$ cat src/rtl/fetch_pc_unit.sv
// PC register and instruction-fetch stage: issues imem requests, presents instr/pc/pc_inc
// to decode, and handles redirect squash, stall hold through a one-entry skid buffer, and halt.
module fetch_pc_unit #(
    parameter logic [15:0] RESET_PC = 16'h0000,
    parameter int unsigned PC_STEP  = 2
) (
    input  logic        clk,
    input  logic        rst_n,
    input  logic        redirect,
    input  logic [15:0] next_pc,
    input  logic        stall,
    input  logic        halt,
    output logic        imem_req,
    output logic [15:0] imem_addr,
    input  logic        imem_ready,
    input  logic [15:0] imem_rdata,
    output logic [15:0] instr,
    output logic [15:0] pc,
    output logic [15:0] pc_inc,
    output logic        instr_valid,
    output logic        halted
);

    localparam int unsigned AW = 16;
    localparam int unsigned DW = 16;
    localparam logic [AW-1:0] STEP = AW'(PC_STEP);

    localparam logic [1:0] S_FETCH  = 2'd0;
    localparam logic [1:0] S_DRAIN  = 2'd1;
    localparam logic [1:0] S_HOLD   = 2'd2;
    localparam logic [1:0] S_HALTED = 2'd3;

    logic [1:0]    state_q, state_d;
    logic          to_halt_q, to_halt_d;
    logic [AW-1:0] fetch_pc_q, fetch_pc_d;
    logic [AW-1:0] redirect_pc_q, redirect_pc_d;
    logic [DW-1:0] instr_q, instr_d;
    logic [AW-1:0] pc_q, pc_d;
    logic [AW-1:0] pc_inc_q, pc_inc_d;
    logic          valid_q, valid_d;
    logic          halted_q, halted_d;
    logic [DW-1:0] skid_instr_q, skid_instr_d;
    logic [AW-1:0] skid_pc_q, skid_pc_d;
    logic          skid_valid_q, skid_valid_d;
    logic [AW-1:0] drain_pc;
    logic          drain_halt;

    // State register
    always_ff @(posedge clk or negedge rst_n) begin
        if (!rst_n) begin
            state_q       <= S_FETCH;
            to_halt_q     <= 1'b0;
            fetch_pc_q    <= RESET_PC;
            redirect_pc_q <= '0;
            instr_q       <= '0;
            pc_q          <= '0;
            pc_inc_q      <= '0;
            valid_q       <= 1'b0;
            halted_q      <= 1'b0;
            skid_instr_q  <= '0;
            skid_pc_q     <= '0;
            skid_valid_q  <= 1'b0;
        end else begin
            state_q       <= state_d;
            to_halt_q     <= to_halt_d;
            fetch_pc_q    <= fetch_pc_d;
            redirect_pc_q <= redirect_pc_d;
            instr_q       <= instr_d;
            pc_q          <= pc_d;
            pc_inc_q      <= pc_inc_d;
            valid_q       <= valid_d;
            halted_q      <= halted_d;
            skid_instr_q  <= skid_instr_d;
            skid_pc_q     <= skid_pc_d;
            skid_valid_q  <= skid_valid_d;
        end
    end

    // Next-state and output logic; priority redirect > halt > stall > normal
    always_comb begin
        state_d       = state_q;
        to_halt_d     = to_halt_q;
        fetch_pc_d    = fetch_pc_q;
        redirect_pc_d = redirect_pc_q;
        instr_d       = instr_q;
        pc_d          = pc_q;
        pc_inc_d      = pc_inc_q;
        valid_d       = valid_q;
        skid_instr_d  = skid_instr_q;
        skid_pc_d     = skid_pc_q;
        skid_valid_d  = skid_valid_q;
        drain_pc      = redirect ? next_pc : redirect_pc_q;
        drain_halt    = redirect ? 1'b0 : to_halt_q;

        case (state_q)
            S_FETCH: begin
                if (redirect) begin
                    valid_d      = 1'b0;
                    skid_valid_d = 1'b0;
                    if (imem_ready) begin
                        fetch_pc_d = next_pc;
                    end else begin
                        redirect_pc_d = next_pc;
                        to_halt_d     = 1'b0;
                        state_d       = S_DRAIN;
                    end
                end else if (halt && valid_q) begin
                    valid_d      = 1'b0;
                    skid_valid_d = 1'b0;
                    if (imem_ready) begin
                        state_d = S_HALTED;
                    end else begin
                        to_halt_d = 1'b1;
                        state_d   = S_DRAIN;
                    end
                end else if (imem_ready) begin
                    fetch_pc_d = fetch_pc_q + STEP;
                    if (!(stall && valid_q)) begin
                        instr_d  = imem_rdata;
                        pc_d     = fetch_pc_q;
                        pc_inc_d = fetch_pc_q + STEP;
                        valid_d  = 1'b1;
                    end else begin
                        skid_instr_d = imem_rdata;
                        skid_pc_d    = fetch_pc_q;
                        skid_valid_d = 1'b1;
                        state_d      = S_HOLD;
                    end
                end else if (!stall) begin
                    valid_d = 1'b0;
                end
            end
            S_DRAIN: begin
                // fetch_pc_q still holds the outstanding address; the response is dropped
                valid_d      = 1'b0;
                skid_valid_d = 1'b0;
                if (redirect) begin
                    redirect_pc_d = next_pc;
                    to_halt_d     = 1'b0;
                end
                if (imem_ready) begin
                    to_halt_d = 1'b0;
                    if (drain_halt) begin
                        state_d = S_HALTED;
                    end else begin
                        fetch_pc_d = drain_pc;
                        state_d    = S_FETCH;
                    end
                end
            end
            S_HOLD: begin
                if (redirect) begin
                    valid_d      = 1'b0;
                    skid_valid_d = 1'b0;
                    fetch_pc_d   = next_pc;
                    state_d      = S_FETCH;
                end else if (halt && valid_q) begin
                    valid_d      = 1'b0;
                    skid_valid_d = 1'b0;
                    state_d      = S_HALTED;
                end else if (!stall) begin
                    instr_d      = skid_instr_q;
                    pc_d         = skid_pc_q;
                    pc_inc_d     = skid_pc_q + STEP;
                    valid_d      = skid_valid_q;
                    skid_valid_d = 1'b0;
                    state_d      = S_FETCH;
                end
            end
            default: begin
                valid_d = 1'b0;
            end
        endcase

        halted_d = (state_d == S_HALTED);
    end

    // Request is a decode of the state register, forced low while reset is held
    assign imem_req    = rst_n && ((state_q == S_FETCH) || (state_q == S_DRAIN));
    assign imem_addr   = fetch_pc_q;
    assign instr       = instr_q;
    assign pc          = pc_q;
    assign pc_inc      = pc_inc_q;
    assign instr_valid = valid_q;
    assign halted      = halted_q;

endmodule

$ cat config.mk
export PLATFORM = sky130hd
export DESIGN_NAME = fetch_pc_unit
export DESIGN_NICKNAME = d
export VERILOG_FILES = /design/src/rtl/fetch_pc_unit.sv
export SDC_FILE = /design/constraint.sdc
export NUM_CORES = 1
export LEC_CHECK = 0
export ABC_AREA = 1
export BUFFER_PORTS_ARGS = -buffer_cell sky130_fd_sc_hd__buf_2
export CAP_MARGIN = 20
export CORE_MARGIN = 5
export CORE_UTILIZATION = 55
export DETAILED_ROUTE_END_ITERATION = 6
export PLACE_DENSITY_LB_ADDON = 0.05
export SETUP_SLACK_MARGIN = 0.1
export SYNTH_ARGS = -nofsm -noshare
export SYNTH_HDL_FRONTEND = slang
export SYNTH_SLANG_ARGS = --single-unit
$ cat constraint.sdc
create_clock -name clk -period 2 [get_ports clk]
set_input_delay 0 -clock clk [delete_from_list [all_inputs] [get_ports clk]]
set_output_delay 0 -clock clk [all_outputs]
set_load 0.05 [all_outputs]
## Word-level counts from Yosys, hierarchy flattened

Index checks and enable logic that the tools add are counted.

| operators by class | value |
|---|---|
| reductions and logical operators | 15 |
| muxes and demuxes | 71 |
| bitwise logic cells | 2 |
| add/subtract/negate cells | 2 |
| equality and inequality tests | 22 |

Operators with widths:

| kind | number |
|---|---|
| 2-to-1 mux 16 bit | 31 |
| case mux 16 bit (2 select lines) | 4 |
| case mux 16 bit (3 select lines) | 1 |
| adder 16 x 2 -> 16 bit (second input constant) | 2 |
| inequality test 2 bit (second input constant) | 12 |
| 2-to-1 mux 2 bit | 11 |
| 2-to-1 mux 1 bit | 20 |
| inequality test 4 bit (second input constant) | 3 |
| inequality test 5 bit (second input constant) | 2 |
| AND reduction 3 bit | 3 |
| AND reduction 8 bit | 1 |
| inequality test 3 bit (second input constant) | 2 |
| case mux 2 bit (3 select lines) | 1 |
| AND reduction 6 bit | 1 |
| AND reduction 5 bit | 1 |
| equality test 2 bit (second input constant) | 2 |
| case mux 1 bit (2 select lines) | 2 |
| AND reduction 4 bit | 1 |
| nonzero test 2 bit | 2 |
| logical AND 1 bit | 3 |
| case mux 1 bit (3 select lines) | 1 |
| nonzero test 3 bit | 1 |
| equality test 2 x 1 -> 1 bit (second input constant) | 1 |
| logical NOT 2 bit | 1 |
| 2 further kinds | 3 |

| storage, ports and cells | value |
|---|---|
| register bits after elaboration | 118 |
| output and inout port bits | 67 |

## Logic depth before layout (Yosys ltp)

Gate-level depths: netlist of the first run.

| logic depth | value |
|---|---|
| depth in word-level cells | 7 |
| depth in mapped cells | 11 |

## Worst setup path after synthesis of the first run

No wires, ideal clock.

| timing | value |
|---|---|
| path type | reg-to-reg |
| start point | register fetch_pc_q[1] (netlist: imem_addr[1]) |
| end point | register fetch_pc_q[11] (netlist: imem_addr[11]) |
| stages on the path, launching flop included | 9 |
| slack | 0.190 ns |
| data required time | 1.882 ns |
| arrival | 1.691 ns |
| buffers on the path | 0 |
| cell sequence | dfrtp_1 -> ha_1 -> nand2_1 -> nor2_4 -> nand3_1 -> nand3_1 -> nand3_1 -> nand2_1 -> nand2_1 |

| on the way | value |
|---|---|
| cells in the longest elaborated chain, start to end | 5 |

RTL lines:

| item | line | source |
|---|---|---|
| start: declaration | 35 | `logic [AW-1:0] fetch_pc_q, fetch_pc_d;` |
| start signal: assignment | 66 | `fetch_pc_q <= fetch_pc_d;` |
| adder 16 x 2 -> 16 bit | 117 | `fetch_pc_d = fetch_pc_q + STEP;` |
| 2-to-1 mux 16 bit | 116 | `end else if (imem_ready) begin` |
| 2-to-1 mux 16 bit | 107 | `end else if (halt && valid_q) begin` |
| 2-to-1 mux 16 bit | 97 | `if (redirect) begin` |
| case mux 16 bit (3 select lines) | 95 | `case (state_q)` |

No other way between the ends. The select of a mux whose other input is x is not followed.
A chain may end at the register's enable or synchronous reset.

## Worst setup path in the final report of the first run

| timing | value |
|---|---|
| start point | register state_q[0] |
| end point | register fetch_pc_q[10] (netlist: imem_addr[10]) |

| on the way | value |
|---|---|
| cells in the longest elaborated chain, start to end | 3 |

RTL lines:

| item | line | source |
|---|---|---|
| start: declaration | 33 | `logic [1:0] state_q, state_d;` |
| start signal: assignment | 64 | `state_q <= state_d;` |
| equality test 2 x 1 -> 1 bit, or another cell as far along | 95 |  |
| inequality test 2 bit (no line), or another cell as far along | - |  |
| AND reduction 6 bit (no line) | - |  |

Several ways; a longest one is shown, not always the timed one.

==> results.md, run 1 <==
* Reg2reg end: imem_addr[10]
* Hold/Removal Path Class: input port to flip-flop
* Most used DFF post-synth: dfrtp_1
* Clock Path Buffers at 2
* Worst setup SP type: flip-flop
* Row Count at 40
* Pleak at around 4.2 nW
* Ant diodes at 0
* Die width at 119 um
* Overflow after GRT at 0
* Crit-path cells: inv_2 -> ha_2 -> buf_4 -> nand2_4 -> nand2_1 -> inv_2 -> nand4_4 -> buf_6 -> a21oi_1 -> nand2_1 -> nand2_1
* Num CTS Buffers at 17
* Total of max-cap violations at 0
* CTS tree: done
* Period minus WS final at ~1.8 ns
* Final setup viols at 0
* Htree depth at 4
* Final net count at around 1.1k
* CORE AREA at between 10000 and 15000 um2
* Top post-synthesis cells by area: dfrtp_1 (45%), nand2_1 (19%), o21ai_0 (8.5%)
* Clk Tree Root Cell: clkbuf_16
* Synth unique cells at 37
* Clock transition at the registers of the reported paths at approximately 0.050 ns
* Post-synth ARST share at 100%
* Seq/Total Area, Yosys at ~45%
* Number of flops mapped to enable cells by yosys at 0
* Top-Level Pins at about 110
* Critical path class: flip-flop to flip-flop
* Post-place setup slack at 0.0388 ns
* Post-Place Cells at around 1.1k
* Top cell type by total area after synthesis: dfrtp_1
* Cells after Synth at 913
* CP max FO at 8
* Initial Util at between 50% and 60%
* DR vias/cell at ~5.3
* Max-slew violations at 0
* DR pass1 iterations at 5
* Metal3 WL at around 1 mm
* First-pass GRT wire length at 28.8 mm
* Top routing layer in use: met4
* Largest net degree at the start of global routing at between 100 and 150
* RSZ-0062 raised after global routing: false
* Largest family of logic cells by synthesized area: simple AND/OR/NAND/NOR gates
* Clock latency on the worst-skew pair at 0.41 ns
* Hold_ws at approximately 0.047 ns
* Vias in the first global route at ~5.7k
* Worst rel slew slack at between 50% and 60%
* Non-filler cells, final at 1209
* Mux share of post-synthesis cell area at 0.152%
* Input/output buffers at between 100 and 150
* VDD IR max at ~1.3 mV
* Gr usage total at about a quarter
* Largest stage delay on the critical path at 0.40 ns
* HPWL after DPL at around 12 mm
* Crit-path most repeated cell: nand2_1
* Power Total at around 16 mW
* Fin util at between 60% and 70%
* WL final at between 15 and 20 mm
* Initial antenna violation count at 0
* Post-Synth XOR/XNOR Area at less than 1%
* Worst Setup EP: imem_addr[10]
* Reg2Reg Setup Slack at between 0.15 and 0.2 ns
* Routed met2 length at 8.08 mm
* #FFs+latches synth at ~120
* DRT iter0 DRCs at approximately 510
* Dpl cell area at slightly above 7000 um2
* Die footprint at between 10000 and 15000 um2
* Skew final at 0.00566 ns
* Die Y at roughly 120 um
* Critical path startpoint: state_q[0]
* Area grow syn2layout at 25.5%
* Final Hold Vio Count at 0
* M1 WL at 7.97 mm
* Final setup margin at between 0.15 and 0.2 ns
* YS warnings at 0
* FF-to-FF path depth at 11
* PD cells at approximately 2000 nW/um2
* Yosys top cell area share at between 40 and 50%
* Fillers at slightly above 1k
* Reg-to-Reg Start: state_q[0]
* Cell area after layout at around 8200 um2
* Post-Synthesis Cell Area at about 6600 um2
* Syn_area_per_cell at approximately 7.2 um2
* Layout cell share with drive strength beyond 1 at 17.5%
* Wire length per cell at 14.4 um
* # DRC at 0
* Clk sinks at about 120
* Fraction of the mapped netlist area in adder cells at about 1.1%
* Max Freq at about 0.55 GHz
* Synth Area in Compound Gates at ~16%
* FF+latch area at 2930 um2
* Outcome: complete, no violations
* Max stage delay cell, worst path: dfrtp_1
* Post-DRT Antenna Nets at 0
* Worst setup EP type: flip-flop
* Worst-margin pin slew at roughly 0.7 ns
* Mapped Nets at roughly 960
* Final setup TNS at 0 ns
* Final worst-path cycle share at about nine tenths
* GPL Wtd Cong at roughly 0.93
* Footprint of the multi-input gates at roughly 3100 um2
* Simple-Gate Fraction of Synth Area at approximately 29%
* Critical Path RT at roughly 2.4 ns
* Vias at about 6.4k
* CP arrival at approximately 2.2 ns
-- Yosys cell counts (all sizes together), types with 2 or more instances --
master	number
a21oi	41
a31oi	16
buf	36
clkbuf	14
dfrtp	117
ha	6
inv	74
nand2	334
nand3	68
nand3b	2
nand4	12
nor2	47
nor3	2
o211ai	3
o21a	2
o21ai	126
o21bai	2
o22ai	2
xor2	4
-- cell families (layout without fill, tap and decap cells) --
logic type      after synthesis  in the layout
mux                           1              1
fa+ha+maj                     6              6
flops                       117            117
buf+inv                     125            274
compound gates              194            194
simple gates                465            465
xor+xnor                      5              5
-- worst max-delay path: cells and delay by family (launching register included) --
| kind | cells | cell delay (ns) |
|---|---|---|
| adders and majority gates | 1 | 0.21 |
| AOI/OAI and AO/OA | 1 | 0.11 |
| and+or+nand+nor | 5 | 0.48 |
| DFF | 1 | 0.40 |
| buffers and inverters | 4 | 0.52 |
-- metal layers --
layer	GRT usage, %	vias to the layer above
li1	-	3259
met1	35.8	2918
met2	38.2	191
met3	4.56	22
met4	8.25	0
met5	0	-
-- worst min path at each step --
stage / startpoint / endpoint / depth (start not counted)
2_1_floorplan: rst_n / halted / 0
3_3_place_gp: rst_n / skid_instr_q[6] / 1
3_5_place_dp: rst_n / skid_instr_q[6] / 1
4_1_cts: redirect / to_halt_q / 6
5_1_grt: redirect / to_halt_q / 6
6_report: redirect / to_halt_q / 6
-- repair_timing --
item / in CTS / in global routing
buffers inserted: 1 / 7
cloned: 0 / 1
setup endpoints to repair: 11 / 88
gates resized for setup: 1 / 14
hold buffers: 35 / 0
hold endpoints to repair: 178 / 0
pin swaps: 0 / 1
-- sequential cells by signal, summed over array words and instances, names as in the netlist, 2 cells and up --
signal / count
pc: 16
skid_instr_q: 16
skid_pc_q: 16
state_q: 2
pc_inc: 15
redirect_pc_q: 16
instr: 16
imem_addr: 16
-- cell usage in the layout, fill, tap and decap left out, types with 11 or more instances in the layout --
cell,instances
a21oi_1,36
a31oi_1,16
buf_2,103
buf_4,21
clkbuf_16,18
dfrtp_1,117
dlygate4sd3_1,35
inv_1,66
nand2_1,332
nand3_1,66
nand4_1,11
nor2_1,44
o21ai_0,111
o21ai_1,14
-- where the power goes --
| group | internal (mW) | switching (mW) |
|---|---|---|
| Sequential | 3.53 | 0.918 |
| Combinational | 2.71 | 6.10 |
| Clock | 1.81 | 1.05 |
| Total | 8.05 | 8.07 |
-- layout make-up --
class	instances	area share, %
tap	147	2.23
sequential	117	35.5
clock buffer	21	5.34
clock inverter	10	1.32
inverter	75	3.47
multi-input combinational	671	37.8
timing repair buffer	168	14.3
Note: power is estimated with default switching activity, not from simulation.
==> inputs of run 2 (changes only) <==
ABC_CLOCK_PERIOD_IN_PS = 2000   (was not set)
CELL_PAD_IN_SITES_DETAIL_PLACEMENT = 0   (was not set)
CELL_PAD_IN_SITES_GLOBAL_PLACEMENT = 2   (was not set)
CORE_UTILIZATION = 32   (was 55)
==> results.md, run 2 (synthesis results as in run 1) <==
* Htree depth at 4 (unchanged)
* CP arrival at 2.07 ns (-0.09 ns)
* Cell-internal power at 8.41 mW (+4.5%)
* Clk Tree Root Cell: clkbuf_16
* DR pass1 iterations at 4 (-1)
* Sequential share of power at 26.4% (-1.2 points)
* Gr usage total at 17.6% (-7.3 points)
* Max-slew violations at 0 (unchanged)
* Row Count at 52 (+30%)
* Worst setup SP type: flip-flop
* Vias in the first global route at 6045 (+5.8%)
* Switching Share at 49.9% (-0.20 points)
* GR Layer Usage met3 at 3.34% (-1.2 points)
* Worst-margin pin slew at 0.372 ns (-0.318 ns)
* Num CTS Buffers at 17 (unchanged)
* Hold/Removal Path Class: input port to async pin
* WL final at 20.5 mm (+18%)
* Final worst-path cycle share at 88.5% (-1.8 points)
* Initial antenna violation count at 0 (unchanged)
* Cell area after layout at 8510 um2 (+3.2%)
* FF+latch area at 2930 um2 (unchanged)
* Initial Util at 32.5% (-23 points)
* Non-filler cells, final at 1335 (+10%)
* CP max FO at 19 (+11)
* DR vias/cell at 4.67 (-12%)
* PD cells at 1970 nW/um2 (+0.86%)
* Footprint of the multi-input gates at 3120 um2 (+0.16%)
* Fin util at 42.1% (-27 points)
* Logic pwr share at 53.5% (-1.2 points)
* Switching Power at 8.37 mW (+3.7%)
* Pleak at 4.23 nW (+1.1%)
* Critical Path RT at 2.30 ns (-0.05 ns)
* Post-Place Cells at 1269 (+12%)
* Layout cell share with drive strength beyond 1 at 17.7% (+0.23 points)
* First-pass GRT wire length at 33.3 mm (+16%)
* Final setup TNS at 0 ns (unchanged)
* HPWL after DPL at 14.7 mm (+26%)
* Top-Level Pins at 105 (unchanged)
* Clk sinks at 117 (unchanged)
* Largest net degree at the start of global routing at 63 (-39%)
* Die footprint at 23500 um2 (+65%)
* Final Hold Vio Count at 0 (unchanged)
* Area grow syn2layout at 29.6%
* Final net count at 1096 (+0.18%)
* CTS tree: done
* GPL Wtd Cong at 0.795 (-15%)
* Commonest cells after routing, fill and taps aside: nand2_1 (332), dfrtp_1 (117), o21ai_0 (111), buf_2 (102), inv_1 (69)
* Dpl cell area at 7510 um2 (+4.0%)
* Total of max-cap violations at 0 (unchanged)
* Hold_ws at 0.0465 ns (-0.000855 ns)
* Die Y at 153 um (+28%)
* Die width at 153 um (+28%)
* Worst rel slew slack at 75.2% (+21 points)
* Worst setup EP type: flip-flop
* RSZ-0062 raised after global routing: true
* VDD IR max at 0.736 mV (-42%)
* Overflow after GRT at 0 (unchanged)
* Commonest non-fill, non-tap cell in the layout: nand2_1
* Skew final at 0.00942 ns (+0.00376 ns)
* Clock latency on the worst-skew pair at 0.41 ns (about the same)
* Critical path class: flip-flop to flip-flop
* CORE AREA at 20200 um2 (+71%)
* Final setup viols at 0 (unchanged)
* Fillers at 2148 (+110%)
* GR Util met1 at 25.1% (-11 points)
* Vias at 6228 (-2.5%)
* Wire length per cell at 15.4 um (+7.0%)
* Met2 Use GR at 28.2% (-10 points)
* Period minus WS final at 1.77 ns (-0.0361 ns)
* Outcome: complete, no violations
* Clock transition at the registers of the reported paths at 0.06 ns (about the same)
* Gr busiest metal: met2
* DRT iter0 DRCs at 342 (-33%)
* Clk pwr share at 20.1% (+2.3 points)
* # DRC at 0 (unchanged)
* Post-DRT Antenna Nets at 0 (unchanged)
* Ant diodes at 0 (unchanged)
* Input/output buffers at 104 (unchanged)
* Clock Path Buffers at 2 (unchanged)
* Max Freq at 0.565 GHz (+2.0%)
-- run 2: layout make-up --
type | count | area share (%)
clock inverters | 12 | 2.37
clock buffers | 20 | 5.13
multi-input cells | 671 | 36.7
repair buffers | 170 | 14.0
well taps | 270 | 3.97
flip-flops and latches | 117 | 34.4
inverters | 75 | 3.41
-- run 2: worst paths after layout --
path	slack [ns]	end	cells after the start	startpoint
max in group asynchronous	1.32	skid_pc_q[10]	3	rst_n
worst min register to register	0.47	pc_inc[4]	2	pc_inc[4]
min in group clk	0.05	instr_valid	6	stall
worst max register to register	0.23	imem_addr[9]	8	state_q[1]
worst min-delay path	0.05	skid_instr_q[5]	2	rst_n
worst max-delay path	0.23	imem_addr[9]	8	state_q[1]
-- run 2: critical path: stages, from the launching register on --
cell and delay, ns:
dfrtp_1 0.37, inv_1 0.13, ha_2 0.31, nand4_1 0.22
nand4_4 0.24, buf_12 0.18, a21oi_1 0.07, nand2_1 0.07
nand2_1 0.04
-- run 2: repair_timing --
item,CTS,global route
buffers inserted,0,0
gates resized for setup,2,5
hold buffers,34,0
endpoints found under the setup margin,5,55
endpoints found under the hold margin,177,0
-- run 2: power groups by stage --
stage                     logic (mW)  clock network, mW  registers, mW
final                           8.98               3.37           4.43
after detailed placement        9.00                  0           4.48
after floorplan                 4.45                  0           6.27
after global routing            9.99               3.56           4.59
after CTS                       9.10               3.45           4.44
after global placement          8.98                  0           4.47
-- run 2: stage by stage --
stage / power (mW) / setup slack (ns)
floorplan: 10.7 / 0.190
global placement: 13.5 / 0.105
detailed placement: 13.5 / 0.0256
CTS: 17.0 / 0.163
global route: 18.1 / 0.0595
finish: 16.8 / 0.229
-- run 2: metal layers --
layer | up-vias | part of all wire (%)
met5 | - | 0
met4 | 0 | 0.75
met3 | 10 | 3.7
met2 | 91 | 46
met1 | 2858 | 50
li1 | 3269 | -
==> inputs of run 3 (changes only) <==
ABC_CLOCK_PERIOD_IN_PS = 2200   (was 2000)
CORE_UTILIZATION = 35   (was 32)
clock period = 2.2 ns   (was 2 ns; I/O delays follow)
==> results.md, run 3 (synthesis results as in run 1) <==
* Crit-path cells: inv_1 -> ha_2 -> nand2_1 -> o21ai_2 -> nand3_2 -> buf_4 -> nand2_1 -> o21ai_0
* M1 WL at 10.0 mm (-2.0%)
* HPWL after DPL at 14.1 mm (-4.2%)
* Period minus WS final at 1.97 ns (+0.197 ns)
* CP max FO at 22 (+3)
* Die footprint at 21600 um2 (-8.0%)
* Skew final at 0.0133 ns (+0.00392 ns)
* CTS tree: done
* Reg2Reg Setup Slack at 0.23 ns (about the same)
* Clk sinks at 117 (unchanged)
* Critical Path RT at 2.49 ns (+0.19 ns)
* Power Total at 14.7 mW (-12%)
* Num CTS Buffers at 17 (unchanged)
* Largest stage delay on the critical path at 0.43 ns (+0.06 ns)
* Top-Level Pins at 105 (unchanged)
* Critical path class: flip-flop to flip-flop
* Crit-path most repeated cell: nand2_1
* CORE AREA at 18600 um2 (-8.2%)
* Commonest cells after routing, fill and taps aside: nand2_1 (332), dfrtp_1 (117), o21ai_0 (110), buf_2 (103), inv_1 (69)
* Post-DRT Antenna Nets at 0 (unchanged)
* DR vias/cell at 4.83 (+3.5%)
* Total of max-cap violations at 0 (unchanged)
* Clock latency on the worst-skew pair at 0.43 ns (+0.02 ns)
* Overflow after GRT at 0 (unchanged)
* Max-slew violations at 0 (unchanged)
* Worst-margin pin slew at 0.472 ns (+0.101 ns)
* Htree depth at 4 (unchanged)
* Input/output buffers at 104 (unchanged)
* Ant diodes at 0 (unchanged)
* Largest net degree at the start of global routing at 79 (+25%)
* Die Y at 147 um (-4.1%)
* Top routing layer in use: met4
* Row Count at 50 (-3.8%)
* DR pass1 iterations at 4 (unchanged)
* Max stage delay cell, worst path: dfrtp_1
* GPL Wtd Cong at 0.793 (-0.31%)
* Hold/Removal Path Class: input port to async pin
* Gr usage total at 18.9% (+1.3 points)
* WP buf/inv at 2 (unchanged)
* WL final at 20.0 mm (-2.3%)
* Final setup TNS at 0 ns (unchanged)
* Final net count at 1086 (-0.91%)
* Die width at 147 um (-4.1%)
* Reg2reg end: instr[0]
* RSZ-0062 raised after global routing: true
* Pleak at 4.15 nW (-2.0%)
* Final Hold Vio Count at 0 (unchanged)
* Reg-to-Reg Start: state_q[0]
* Worst rel slew slack at 68.4% (-6.8 points)
* CP arrival at 2.26 ns (+0.19 ns)
* First-pass GRT wire length at 32.9 mm (-1.4%)
* VDD IR max at 0.781 mV (+6.0%)
* Routed met2 length at 9.09 mm (-3.0%)
* # DRC at 0 (unchanged)
* Layout cell share with drive strength beyond 1 at 17.1% (-0.68 points)
* Worst setup EP type: flip-flop
* Area grow syn2layout at 26.2%
* PD cells at 1770 nW/um2 (-10%)
* FF-to-FF path depth at 8 (unchanged)
* DRT iter0 DRCs at 324 (-5.3%)
* Vias in the first global route at 6112 (+1.1%)
* Vias at 6226 (-0.032%)
* Wire length per cell at 15.5 um (+1.1%)
* Initial Util at 35.4% (+2.9 points)
* Metal3 WL at 581 um (-23%)
* Clk Tree Root Cell: clkbuf_16
* Final setup viols at 0 (unchanged)
* Initial antenna violation count at 0 (unchanged)
* Max Freq at 0.508 GHz (-10%)
* Clock Path Buffers at 2 (unchanged)
* Final worst-path cycle share at 89.4% (+0.90 points)
* Worst setup SP type: flip-flop
* Family with the most delay on the worst path: buffers and inverters
* Clock transition at the registers of the reported paths at 0.06 ns (about the same)
* Outcome: complete, no violations
* Commonest non-fill, non-tap cell in the layout: nand2_1
[run 3: changes by cell type in the layout (fill, tap and decap cells not counted), sizes merged]
cell / before / now
bufinv: 5 / 1
clkinvlp: 3 / 4
inv: 76 / 78
clkinv: 3 / 5
buf: 135 / 126
clkbuf: 21 / 19
[run 3: cell type report]
cell class	count	area (um2)
multi-input cells	671	3110
clock inverters	13	123
fillers	1960	10300
inverters	75	284
flip-flops and latches	117	2930
repair buffers	160	1090
well taps	234	293
clock buffers	19	453
[run 3: worst reg2reg max path, delay by kind of cell, from the launching register on]
kind                     cells  cell delay (ns)
AO/OA/AOI/OAI                2             0.15
adder cells (fa/ha/maj)      1             0.33
buffers and inverters        2             0.51
flip-flops                   1             0.43
AND/OR/NAND/NOR              3             0.42
[run 3: power by group]
group / internal, mW / switching (mW) / total (mW)
clock: 1.62 / 1.10 / 2.73
sequential: 3.20 / 0.847 / 4.05
combinational: 2.29 / 5.63 / 7.92
total: 7.11 / 7.58 / 14.7
[run 3: per-layer routing]
metal | GRT usage (%) | up-vias
li1 | - | 3239
met1 | 26.1 | 2866
met2 | 30.4 | 96
met3 | 3.61 | 25
met4 | 5.55 | 0
met5 | 0 | -
[run 3: repair_timing]
item                                   4_1_cts  5_1_grt
hold buffers                                34        0
endpoints found under the hold margin      178        0
setup buffers                                0        0
gates resized for setup                      1        3
setup endpoints to repair                    1        7
[run 3: worst max-delay path by stage]
| stage | to | depth (start not counted) | slack [ns] | from |
|---|---|---|---|---|
| finish | instr[0] | 8 | 0.23 | state_q[0] |
| global route | instr[0] | 7 | 0.07 | state_q[0] |
| CTS | pc_inc[5] | 8 | 0.18 | state_q[0] |
| detailed placement | pc_inc[5] | 8 | 0.1 | state_q[0] |
| global placement | pc_inc[5] | 8 | 0.19 | state_q[0] |
| floorplan | imem_addr[11] | 8 | 0.39 | imem_addr[1] |
[run 3: stage by stage]
step	instances	cell area, um2	hold slack, ns	setup WS [ns]	util [%]
3_5_place_dp	1223	7360	-0.0731	0.0981	39.6
6_report	1289	8290	0.0236	0.232	44.6
3_3_place_gp	1223	7360	-0.0664	0.194	39.6
2_1_floorplan	913	6570	-0.296	0.390	-
5_1_grt	1289	8290	0.0427	0.0672	44.6
4_1_cts	1289	8280	0.0265	0.179	44.6
